===== config.mk =====
export PLATFORM = sky130hd
export DESIGN_NAME = apb_bus_arbiter
export DESIGN_NICKNAME = d
export VERILOG_FILES = /design/src/rtl/kisc_bus_pkg.sv /design/src/rtl/apb_strb_gen.sv /design/src/rtl/apb_bus_arbiter.sv
export SDC_FILE = /design/constraint.sdc
export NUM_CORES = 1
export LEC_CHECK = 0
export ABC_AREA = 1
export CORE_ASPECT_RATIO = 1.5
export CORE_MARGIN = 8
export CORE_UTILIZATION = 35
export DETAILED_ROUTE_END_ITERATION = 16
export HOLD_SLACK_MARGIN = 0.05
export MAX_ROUTING_LAYER = met4
export PLACE_DENSITY = 0.7
export RECOVER_POWER = 100
export SLEW_MARGIN = 10
export SYNTH_ARGS = -nofsm -noshare
export SYNTH_HDL_FRONTEND = slang
export SYNTH_HIERARCHICAL = 1
export SYNTH_SLANG_ARGS = --single-unit

===== constraint.sdc =====
create_clock -name clk -period 4.2 [get_ports clk]
set_input_delay 0.42 -clock clk [delete_from_list [all_inputs] [get_ports clk]]
set_output_delay 0.42 -clock clk [all_outputs]
set_load 0.05 [all_outputs]

===== src/rtl/kisc_bus_pkg.sv =====
// Shared types for the APB bus arbiter: FSM states, access size codes,
// and requester (owner) identifiers.
package kisc_bus_pkg;

  typedef enum logic [1:0] {
    IDLE    = 2'd0,
    SETUP   = 2'd1,
    ACCESS  = 2'd2,
    ERR_RSP = 2'd3
  } state_e;

  localparam logic [1:0] SZ_BYTE = 2'd0;
  localparam logic [1:0] SZ_HALF = 2'd1;
  localparam logic [1:0] SZ_WORD = 2'd2;

  typedef enum logic {
    OWN_F = 1'b0,
    OWN_D = 1'b1
  } owner_e;

endpackage


===== src/rtl/apb_strb_gen.sv =====
// Byte-strobe and alignment decode for a load/store request.
// Ports: size    - access size code (byte/half/word/reserved)
//        addr_lo - low two address bits
//        strb    - byte lanes touched by the access
//        misalign- request cannot be issued on APB
module apb_strb_gen
  import kisc_bus_pkg::*;
(
  input  logic [1:0] size,
  input  logic [1:0] addr_lo,
  output logic [3:0] strb,
  output logic       misalign
);

  always_comb begin
    strb     = 4'b0000;
    misalign = 1'b0;
    case (size)
      SZ_BYTE: strb = 4'b0001 << addr_lo;
      SZ_HALF: begin
        strb     = 4'b0011 << addr_lo;
        misalign = addr_lo[0];
      end
      SZ_WORD: begin
        strb     = 4'b1111;
        misalign = (addr_lo != 2'b00);
      end
      default: misalign = 1'b1;
    endcase
  end

endmodule


===== src/rtl/apb_bus_arbiter.sv =====
// Shares one APB master port between instruction fetch (F) and load/store (D).
// Round-robin arbitration in IDLE, APB SETUP/ACCESS sequencing, byte strobes,
// hung-slave timeout, and response routing back to the owning requester.
// Ports: clk/rts_n            - clock, async active-low reset
//        f_* / d_*            - requester handshakes (valid/ready/rsp)
//        rsp_rdata, rsp_err   - response payload, valid with f_rsp/d_rsp
//        p*                   - APB master interface
module apb_bus_arbiter
  import kisc_bus_pkg::*;
#(
  parameter int unsigned AW      = 32,
  parameter int unsigned DW      = 32,
  parameter int unsigned TIMEOUT = 255
) (
  input  logic          clk,
  input  logic          rts_n,
  input  logic          f_valid,
  input  logic [AW-1:0] f_addr,
  output logic          f_ready,
  output logic          f_rsp,
  input  logic          d_valid,
  input  logic [AW-1:0] d_addr,
  input  logic          d_wr,
  input  logic [1:0]    d_size,
  input  logic [DW-1:0] d_wdata,
  output logic          d_ready,
  output logic          d_rsp,
  output logic [DW-1:0] rsp_rdata,
  output logic          rsp_err,
  output logic [AW-1:0] paddr,
  output logic [DW-1:0] pwdata,
  output logic [3:0]    pstrb,
  output logic          pwrite,
  output logic          psel,
  output logic          penable,
  input  logic [DW-1:0] prdata,
  input  logic          pready,
  input  logic          pslverr
);

  localparam int unsigned CW = (TIMEOUT > 0) ? $clog2(TIMEOUT + 1) : 1;

  state_e        state_q, state_d;
  owner_e        owner_q, last_grant_q, grant_own_c, rsp_own_c;
  logic [CW-1:0] cnt_q;
  logic          idle_c, grant_d_c, grant_c;
  logic [3:0]    d_strb_c;
  logic          d_misalign_c, req_misalign_c, timeout_c;
  logic          rsp_fire_c, rsp_err_c;
  logic [DW-1:0] rsp_rdata_c;

  apb_strb_gen u_strb_gen (
    .size     (d_size),
    .addr_lo  (d_addr[1:0]),
    .strb     (d_strb_c),
    .misalign (d_misalign_c)
  );

  // Arbitration: D wins a tie only when F was granted last.
  assign idle_c         = rts_n && (state_q == IDLE);
  assign grant_d_c      = d_valid && (!f_valid || (last_grant_q == OWN_F));
  assign f_ready        = idle_c && f_valid && !grant_d_c;
  assign d_ready        = idle_c && grant_d_c;
  assign grant_c        = f_ready || d_ready;
  assign grant_own_c    = d_ready ? OWN_D : OWN_F;
  assign req_misalign_c = d_ready ? d_misalign_c : (f_addr[1:0] != 2'b00);

  // Abort on the ACCESS cycle that would be the TIMEOUT-th without pready.
  assign timeout_c = (TIMEOUT != 0) && (cnt_q == CW'(TIMEOUT - 1)) && !pready;

  // State register.
  always_ff @(posedge clk or negedge rts_n) begin
    if (!rts_n) state_q <= IDLE;
    else        state_q <= state_d;
  end

  // Next state and response selection.
  always_comb begin
    state_d     = state_q;
    rsp_fire_c  = 1'b0;
    rsp_own_c   = owner_q;
    rsp_err_c   = 1'b0;
    rsp_rdata_c = '0;
    case (state_q)
      IDLE: begin
        if (grant_c) begin
          if (req_misalign_c) begin
            state_d    = ERR_RSP;
            rsp_fire_c = 1'b1;
            rsp_own_c  = grant_own_c;
            rsp_err_c  = 1'b1;
          end else begin
            state_d = SETUP;
          end
        end
      end
      SETUP:   state_d = ACCESS;
      ACCESS: begin
        if (pready) begin
          state_d     = IDLE;
          rsp_fire_c  = 1'b1;
          rsp_err_c   = pslverr;
          rsp_rdata_c = prdata;
        end else if (timeout_c) begin
          state_d    = IDLE;
          rsp_fire_c = 1'b1;
          rsp_err_c  = 1'b1;
        end
      end
      ERR_RSP: state_d = IDLE;
      default: state_d = IDLE;
    endcase
  end

  // Request latch, APB drive, timeout counter and response registers.
  always_ff @(posedge clk or negedge rts_n) begin
    if (!rts_n) begin
      owner_q      <= OWN_F;
      last_grant_q <= OWN_F;
      cnt_q        <= '0;
      psel         <= 1'b0;
      penable      <= 1'b0;
      paddr        <= '0;
      pwdata       <= '0;
      pstrb        <= 4'b0000;
      pwrite       <= 1'b0;
      f_rsp        <= 1'b0;
      d_rsp        <= 1'b0;
      rsp_rdata    <= '0;
      rsp_err      <= 1'b0;
    end else begin
      psel    <= (state_d == SETUP) || (state_d == ACCESS);
      penable <= (state_d == ACCESS);
      f_rsp   <= rsp_fire_c && (rsp_own_c == OWN_F);
      d_rsp   <= rsp_fire_c && (rsp_own_c == OWN_D);
      if (rsp_fire_c) begin
        rsp_rdata <= rsp_rdata_c;
        rsp_err   <= rsp_err_c;
      end
      if (grant_c) begin
        owner_q      <= grant_own_c;
        last_grant_q <= grant_own_c;
      end
      // APB fields only change when a real transfer starts, so they hold in IDLE.
      if (grant_c && !req_misalign_c) begin
        paddr  <= d_ready ? d_addr : f_addr;
        pwrite <= d_ready && d_wr;
        pstrb  <= (d_ready && d_wr) ? d_strb_c : 4'b0000;
        if (d_ready) pwdata <= d_wdata;
      end
      if (state_q == SETUP)                         cnt_q <= '0;
      else if ((state_q == ACCESS) && (cnt_q != '1)) cnt_q <= cnt_q + CW'(1);
    end
  end

endmodule

Yosys cells after proc, flatten, opt, wreduce, memory -nomap -nowiden
Cells that the tools add are included.
{ "totals": {"input_bits": 137, "out_inout_bits": 108, "ff_bits": 117} }
{ "classes": {"shift": 2, "reduce_logical": 24, "n_eq_ne": 9, "n_mux": 25, "add_sub_neg": 1, "bitwise_logic": 2} }
{ "ops": {"columns": ["operator", "n"], "rows": [
  ["$mux 32", 3],
  ["$mux 8", 2],
  ["$pmux 4 s3", 1],
  ["$logic_and 1x1->1", 11],
  ["$mux 1", 10],
  ["$add 8x1->8 const B", 1],
  ["$eq 2x2->1 const B", 4],
  ["$eq 8x8->1 const B", 1],
  ["$mux 2", 4],
  ["$ne 8x8->1 const B", 1],
  ["$pmux 2 s4", 1],
  ["$eq 2x1->1 const B", 3],
  ["$reduce_bool 2->1", 3],
  ["$logic_not 1->1", 4],
  ["$logic_not 2->1", 2],
  ["$mux 4", 1],
  ["$pmux 1 s2", 2],
  ["$shl 1x2->4 const A", 1],
  ["$shl 2x2->4 const A", 1],
  ["$logic_or 1x1->1", 3],
  ["$pmux 1 s3", 1],
  ["$not 1->1", 2],
  ["$reduce_and 2->1", 1]
]} }

Longest topological paths before layout
Gate-level depths: netlist (run 1).
{ "depth": {"word_depth": 10, "ltp_mapped": 12} }

Cells and area by module
Netlist (run 1), hierarchy kept.
{ "by_module_without_submodules": {"columns": ["module", "n_inst", "cells_per_inst", "seq_area_each_um2", "area_per_inst_um2"], "rows": [
  ["apb_bus_arbiter", 1, 641, 2927.8, 5178.7],
  ["apb_strb_gen", 1, 22, 0.0, 91.3]
]} }

Worst setup path before layout (run 1)
Ideal clock, no wire load.
{ "synth_path": {"kind": "input to output", "start": "input port f_valid", "end": "output port f_ready", "cell_stages": 4, "setup_slack_ns": 2.062, "path_buffers": 0, "required_ns": 3.780, "arrival_time_ns": 1.718, "path_cell_list": "nand2_1 -> nand2_2 -> inv_2 -> nor3_1"} }
{ "synth_via": {"elab_chain_cells": 5, "elab_cells_between_ends": 6, "classes_between": "reduce/logical: 6"} }
{ "synth_lines": {"columns": ["element", "line", "rtl"], "rows": [
  ["start, declared", "apb_bus_arbiter.sv:17", "input logic f_valid,"],
  ["$logic_not 1->1", "apb_bus_arbiter.sv:61", "assign grant_d_c = d_valid && (!f_valid || (last_grant_q == OWN_F));"],
  ["$logic_or 1x1->1", "apb_bus_arbiter.sv:61", null],
  ["$logic_and 1x1->1", "apb_bus_arbiter.sv:61", null],
  ["$logic_not 1->1", "apb_bus_arbiter.sv:62", "assign f_ready = idle_c && f_valid && !grant_d_c;"],
  ["$logic_and 1x1->1 *", "apb_bus_arbiter.sv:62", null],
  ["end, declared", "apb_bus_arbiter.sv:19", "output logic f_ready,"]
]} }
Mark *: on every way between the ends. The rest lies on a longest branch, timed or not.

Final worst setup path (run 1)
{ "layout_path": {"start": "input port f_valid", "end": "register paddr[18]"} }
{ "layout_via": {"elab_chain_cells": 7, "elab_cells_between_ends": 12, "classes_between": "mux: 2; reduce/logical: 10"} }
{ "layout_lines": {"columns": ["element", "line", "rtl"], "rows": [
  ["$logic_not 1->1", "apb_bus_arbiter.sv:61", null],
  ["$logic_or 1x1->1", "apb_bus_arbiter.sv:61", null],
  ["$logic_and 1x1->1", "apb_bus_arbiter.sv:61", null],
  ["$logic_and 1x1->1 or $logic_not 1->1 (tied branches)", "apb_bus_arbiter.sv:63, apb_bus_arbiter.sv:62", null],
  ["$mux 1 or $logic_and 1x1->1 (tied branches)", "apb_bus_arbiter.sv:66, apb_bus_arbiter.sv:62", null],
  ["$logic_not 1->1 or $logic_or 1x1->1 (tied branches)", "apb_bus_arbiter.sv:145, apb_bus_arbiter.sv:64", null],
  ["$logic_and 1x1->1", "apb_bus_arbiter.sv:145", "if (grant_c && !req_misalign_c) begin"],
  ["end signal, assigned", "apb_bus_arbiter.sv:146", "paddr <= d_ready ? d_addr : f_addr;"],
  ["end, declared", "apb_bus_arbiter.sv:30", "output logic [AW-1:0] paddr,"]
]} }
Parallel ways exist; a longest one is shown, timed or not.
A chain may end at the register's enable or synchronous reset.

==> flow_metrics.env, run 1 <==
export IMPL_rows=55
export IMPL_globalplace_congestion=0.746
export IMPL_critPathMaxStageDelay_ns=1.12
export IMPL_rsz0062_at_grt="false"
export IMPL_cp_arrival_ns=3.49
export IMPL_grt_use_met1=0.215
export IMPL_port_buffers=244
export IMPL_cts_tree="built"
export IMPL_min_period_ns=3.22
export IMPL_hold_path_class="flop to flop"
export IMPL_fp_coreArea_um2=14900
export IMPL_dr_total_vias=5004
export IMPL_grt_pass1_vias=5101
export IMPL_synth_commonest_cells="nand2_1 (364), dfrtp_1 (117), nand3_1 (71)"
export IMPL_nets=1042
export IMPL_pin_count=245
export IMPL_fp_dieW_um=116
export IMPL_synth_largest_area_cell="dfrtp_1"
export IMPL_cts_root_buf="clkbuf_16"
export IMPL_drc_errors=0
export IMPL_grt_usage=0.189
export IMPL_skew_ns=0.0105
export IMPL_vias_per_cell=4.49
export IMPL_place_detailed_hpwl_um=12700
export IMPL_slowest_stage="clkbuf_1"
export IMPL_clockBufferDepth=2
export IMPL_grt_max_degree=72
export IMPL_syn_nets=803
export IMPL_synth_edff_count=0
export IMPL_total_power_uw=6780
export IMPL_antenna_left=0
export IMPL_slew_headroom=-0.188
export IMPL_max_freq_ghz=0.311
export IMPL_worst_path_buf_inv=2
export IMPL_finalMaxSlewViolations=107
export IMPL_powerDensity_nw_per_um2=805
export IMPL_syn_area_um2=5270
export IMPL_avgSynthCellArea_um2=7.95
export IMPL_wl_per_cell_um=15.4
export IMPL_antennaDiodeCount=0
export IMPL_cts_buffers=17
export IMPL_synthMostInstantiatedCell="nand2_1"
export IMPL_cts_hold_buf=0
export IMPL_end_kind="flop"
export IMPL_cts_resized=0
export IMPL_clk_pin_slew_ns=0.06
export IMPL_cts_setup_buffers=0
export IMPL_drive_gt1_frac=0.0557
export IMPL_synth_cells=663
export IMPL_cp_common_cell="nand2_1"
export IMPL_crit_family="buffers and inverters"
export IMPL_synth_distinct_cells=28
export IMPL_clkSinkCount=117
export IMPL_die_h_um=166
export IMPL_hold_violations=0
export IMPL_finalSetupTns_ns=0
export IMPL_synth_area_leaders="dfrtp_1 (56%), nand2_1 (26%), nand3_1 (6.7%)"
export IMPL_grt_overflow=0
export IMPL_p_leak_uw=0.00434
export IMPL_drt_pass1_iter_count=4
export IMPL_worstSetupPathType="primary input to flop"
export IMPL_top_usage_layer="met2"
export IMPL_tightest_slew_ns=1.78
export IMPL_use_met2=0.312
export IMPL_crit_chain="clkdlybuf4s50_1 -> nand2_1 -> nand2_1 -> a21oi_4 -> clkbuf_1 -> nand2_2 -> nand2_1 -> nand2_1"
export IMPL_dieArea_um2=19300
export IMPL_cp_max_fo=39
export IMPL_stdcell_area_um2=8410
export IMPL_yosysSeqAreaShare=0.556
export IMPL_synthArstFlopShare=1.00
export IMPL_num_fill_cells=1382
export IMPL_synth_top_area_frac=0.556
export IMPL_drt_total_wl_um=17200
export IMPL_antenna_found_initial=0
export IMPL_cap_viol_max_count=2
export IMPL_setup_viol=0
export IMPL_start_util=0.353
export IMPL_drt_iter0_drc=257
export IMPL_h_tree_depth=4
export IMPL_clock_latency_ns=0.41
export IMPL_synth_seq_cells=117
export IMPL_violations="max-capacitance violations, max-slew violations"
export IMPL_post_dp_cell_area_um2=7860
export IMPL_cp_required_ns=4.48
export IMPL_grt_pass1_wl_um=27600
export IMPL_area_growth_pct=59.6
export IMPL_ys_flop_type="dfrtp_1"
export IMPL_ys_warn_count=6
export IMPL_worst_ir_drop_vdd_mv=0.453
export IMPL_startpoint_type="primary input"
export IMPL_fin_crit_sh=0.766
export IMPL_grt_met3_usage=0.0499
export IMPL_status="complete, but fails checks"
[final cells by class]
type                            instances  area (um2)  area share
Sequential cell                       117        2930       0.348
Timing Repair Buffer                  252        2490       0.296
Multi-Input combinational cell        484        2050       0.244
Clock buffer                           17         425      0.0506
Tap cell                              199         249      0.0296
Clock inverter                         15         156      0.0186
Inverter                               30         113      0.0134
[where the power goes]
group	switching, uW	internal, uW	total, uW
Combinational	2520	985	3510
Clock	539	876	1420
Sequential	242	1610	1850
[metal layers]
metal  vias up  wire [um]
li1       2544          -
met2       152       8940
met3        26       1050
met5         -          0
met4         0        388
met1      2282       6810
[worst min-delay path, delay by kind of cell (launching register included)]
| family | cells | cell delay [ns] |
|---|---|---|
| DFF | 1 | 0.33 |
| and+or+nand+nor | 2 | 0.10 |
[state kept, by name, summed over array words and instances (netlist names), 2 cells and up]
| name | cells |
|---|---|
| state_q | 2 |
| pstrb | 4 |
| pwdata | 32 |
| paddr | 32 |
| cnt_q | 8 |
| rsp_rdata | 32 |
[worst paths after layout]
check / startpoint / end / slack, ns / depth (start not counted)
setup / recovery: f_valid / paddr[18] / 0.98 / 8
hold / removal: rsp_rdata[23] / rsp_rdata[23] / 0.46 / 2
hold reg to reg: rsp_rdata[23] / rsp_rdata[23] / 0.46 / 2
max in group asynchronous: rts_n / cnt_q[7] / 1.50 / 3
setup reg to reg: last_grant_q / paddr[18] / 1.03 / 7
min in group asynchronous: rts_n / paddr[2] / 0.73 / 2
[kinds of logic (layout without fill, tap and decap cells)]
| family | after synthesis | after routing | synth area share |
|---|---|---|---|
| AOI/OAI and AO/OA | 18 | 18 | 0.0218 |
| DFF | 117 | 117 | 0.556 |
| buffers and inverters | 62 | 314 | 0.0513 |
| xor gates and xnor gates | 4 | 4 | 0.00665 |
| and+or+nand+nor | 459 | 459 | 0.358 |
| adders and majority gates | 3 | 3 | 0.00712 |
[per-stage QoR]
| stage | hold slack, ns | utilization | setup slack [ns] | cells |
|---|---|---|---|---|
| finish | 0.463 | 0.563 | 0.985 | 1114 |
| global route | 0.474 | 0.563 | 0.583 | 1114 |
| CTS | 0.321 | 0.565 | 1.38 | 1114 |
| detailed placement | 0.457 | 0.526 | 0.947 | 1082 |
| global placement | 0.453 | 0.526 | 1.03 | 1082 |
| floorplan | 0.124 | - | 2.06 | 663 |
[cell usage in the layout, fill, tap and decap left out, types with 3 or more instances in the layout]
master	count
inv_6	3
nor2_1	10
clkinv_2	3
nand4_1	4
clkdlybuf4s50_1	134
clkbuf_16	17
ha_1	3
nand3_1	72
dfrtp_1	117
inv_2	4
o21ai_0	13
buf_4	5
nand2_1	366
clkinvlp_4	5
dlygate4sd3_1	109
inv_1	24
Note: power is estimated with default switching activity, not from simulation.
==> run 2: changes to the inputs <==
- clock period: 4.2 -> 3.3 ns (I/O delays scaled with it)
==> flow_metrics.env, run 2 (synthesis gave the netlist of run 1 again) <==
export IMPL_port_buffers=244
export IMPL_fin_crit_sh=0.805
export IMPL_fin_hold_ws_ns=0.459
export IMPL_critPathMaxStageDelay_ns=1.10
export IMPL_stdcell_area_um2=8410
export IMPL_fp_dieW_um=116
export IMPL_cts_hold_buf=0
export IMPL_antenna_found_initial=0
export IMPL_p_comb_frac=0.514
export IMPL_violations="max-capacitance violations, max-slew violations"
export IMPL_switching_share=0.478
export IMPL_powerDensity_nw_per_um2=1030
export IMPL_cts_buffers=17
export IMPL_dieArea_um2=19300
export IMPL_drt_iter0_drc=221
export IMPL_crit_reg2reg_capture="psel"
export IMPL_hold_violations=0
export IMPL_end_kind="flop"
export IMPL_reg_top3="paddr x32, pwdata x32, rsp_rdata x32"
export IMPL_drive_gt1_frac=0.0492
export IMPL_status="complete, but fails checks"
export IMPL_crit_chain="inv_1 -> nand3_4 -> a21oi_1 -> clkbuf_1 -> inv_1 -> ha_1 -> inv_1"
export IMPL_worst_ir_drop_vdd_mv=0.520
export IMPL_h_tree_depth=4
export IMPL_cp_startpoint="state_q[1]"
export IMPL_clk_pin_slew_ns=0.05
export IMPL_reg2reg_depth=7
export IMPL_grt_pass1_vias=5134
export IMPL_cp_depth=7
export IMPL_vias_per_cell=4.46
export IMPL_tightest_slew_ns=1.81
export IMPL_hold_path_class="flop to flop"
export IMPL_antenna_left=0
export IMPL_p_leak_uw=0.00435
export IMPL_worstSetupPathType="flop to flop"
export IMPL_cap_viol_max_count=1
export IMPL_drt_pass1_iter_count=4
export IMPL_rsz0062_at_grt="false"
export IMPL_clock_latency_ns=0.40
export IMPL_num_fill_cells=1376
export IMPL_place_detailed_hpwl_um=12700
export IMPL_grt_max_degree=73
export IMPL_cts_resized=0
export IMPL_slew_headroom=-0.207
export IMPL_regToRegStartpoint="state_q[1]"
export IMPL_layout_core_utilization=0.563
export IMPL_finalSetupTns_ns=0
export IMPL_dr_total_vias=4965
export IMPL_crit_family="buffers and inverters"
export IMPL_fin_ws_ns=0.643
export IMPL_final_common_cell="nand2_1"
export IMPL_grt_pass1_wl_um=27600
export IMPL_slowest_stage="clkbuf_1"
export IMPL_clkPwrFrac=0.214
export IMPL_worst_path_buf_inv=4
export IMPL_grt_usage=0.188
export IMPL_drc_errors=0
export IMPL_start_util=0.353
export IMPL_r2r_slack_ns=0.64
export IMPL_finalMaxSlewViolations=73
export IMPL_die_h_um=166
export IMPL_fp_coreArea_um2=14900
export IMPL_cts_root_buf="clkbuf_16"
export IMPL_cp_common_cell="inv_1"
export IMPL_cts_setup_buffers=0
export IMPL_dp_slack_ns=0.788
export IMPL_cp_required_ns=3.59
export IMPL_drt_total_wl_um=17100
export IMPL_power_share_sequential=0.273
export IMPL_globalplace_congestion=0.772
export IMPL_antennaDiodeCount=0
export IMPL_startpoint_type="flop"
export IMPL_cp_arrival_ns=2.95
export IMPL_endpoint="psel"
export IMPL_power_switching_uw=4140
export IMPL_max_freq_ghz=0.376
export IMPL_skew_ns=0.00859
export IMPL_layout_common_cells="nand2_1 (366), clkdlybuf4s50_1 (134), dfrtp_1 (117)"
export IMPL_wl_per_cell_um=15.4
export IMPL_cp_max_fo=32
export IMPL_post_dp_cell_area_um2=7870
export IMPL_cts_tree="built"
export IMPL_rows=55
export IMPL_internal_power_uw=4520
export IMPL_area_growth_pct=59.5
export IMPL_min_period_ns=2.66
export IMPL_nets=1043
export IMPL_grt_overflow=0
export IMPL_pin_count=245
export IMPL_clkSinkCount=117
export IMPL_setup_viol=0
export IMPL_clockBufferDepth=2
-- run 2: power groups by stage --
stage                     Combinational, uW  Sequential (uW)  Clock (uW)
after floorplan                         946             4430           0
after global placement                 4710             2400           0
after detailed placement               4740             2400           0
after CTS                              4740             2400        1880
after global routing                   4730             2450        1960
final                                  4450             2360        1850
-- run 2: worst min-delay path by stage --
stage,start,end,cells past startpoint
after floorplan,rts_n,cnt_q[0],0
after global placement,rsp_rdata[23],rsp_rdata[23],2
after detailed placement,rsp_rdata[17],rsp_rdata[17],2
after CTS,rts_n,paddr[6],2
after global routing,d_wdata[21],pwdata[21],3
final,rsp_rdata[7],rsp_rdata[7],2
-- run 2: worst register-to-register path, stage by stage (launching register included) --
cell      delay [ns]
dfrtp_1         0.39
inv_1           0.11
nand3_4         0.10
a21oi_1         0.27
clkbuf_1        1.10
inv_1           0.18
ha_1            0.36
inv_1           0.04
-- run 2: layout make-up --
class	count	area [um2]	area share
clock buffers	22	464	0.0552
clock inverters	9	128	0.0152
inverters	30	113	0.0134
multi-input cells	484	2030	0.242
flip-flops and latches	117	2930	0.348
well taps	199	249	0.0296
repair buffers	253	2490	0.297
-- run 2: layer usage --
metal	up-vias	track usage	wire (um)	share of wire
li1	2542	-	-	-
met1	2270	0.212	7100	0.41
met2	137	0.315	8810	0.51
met3	16	0.0459	886	0.052
met4	0	0.0618	315	0.018
met5	-	-	0	0
-- run 2: stage by stage --
stage	instances	total power [uW]
global route	1114	9130
global placement	1083	7110
finish	1114	8660
detailed placement	1083	7140
CTS	1114	9020
floorplan	663	5370
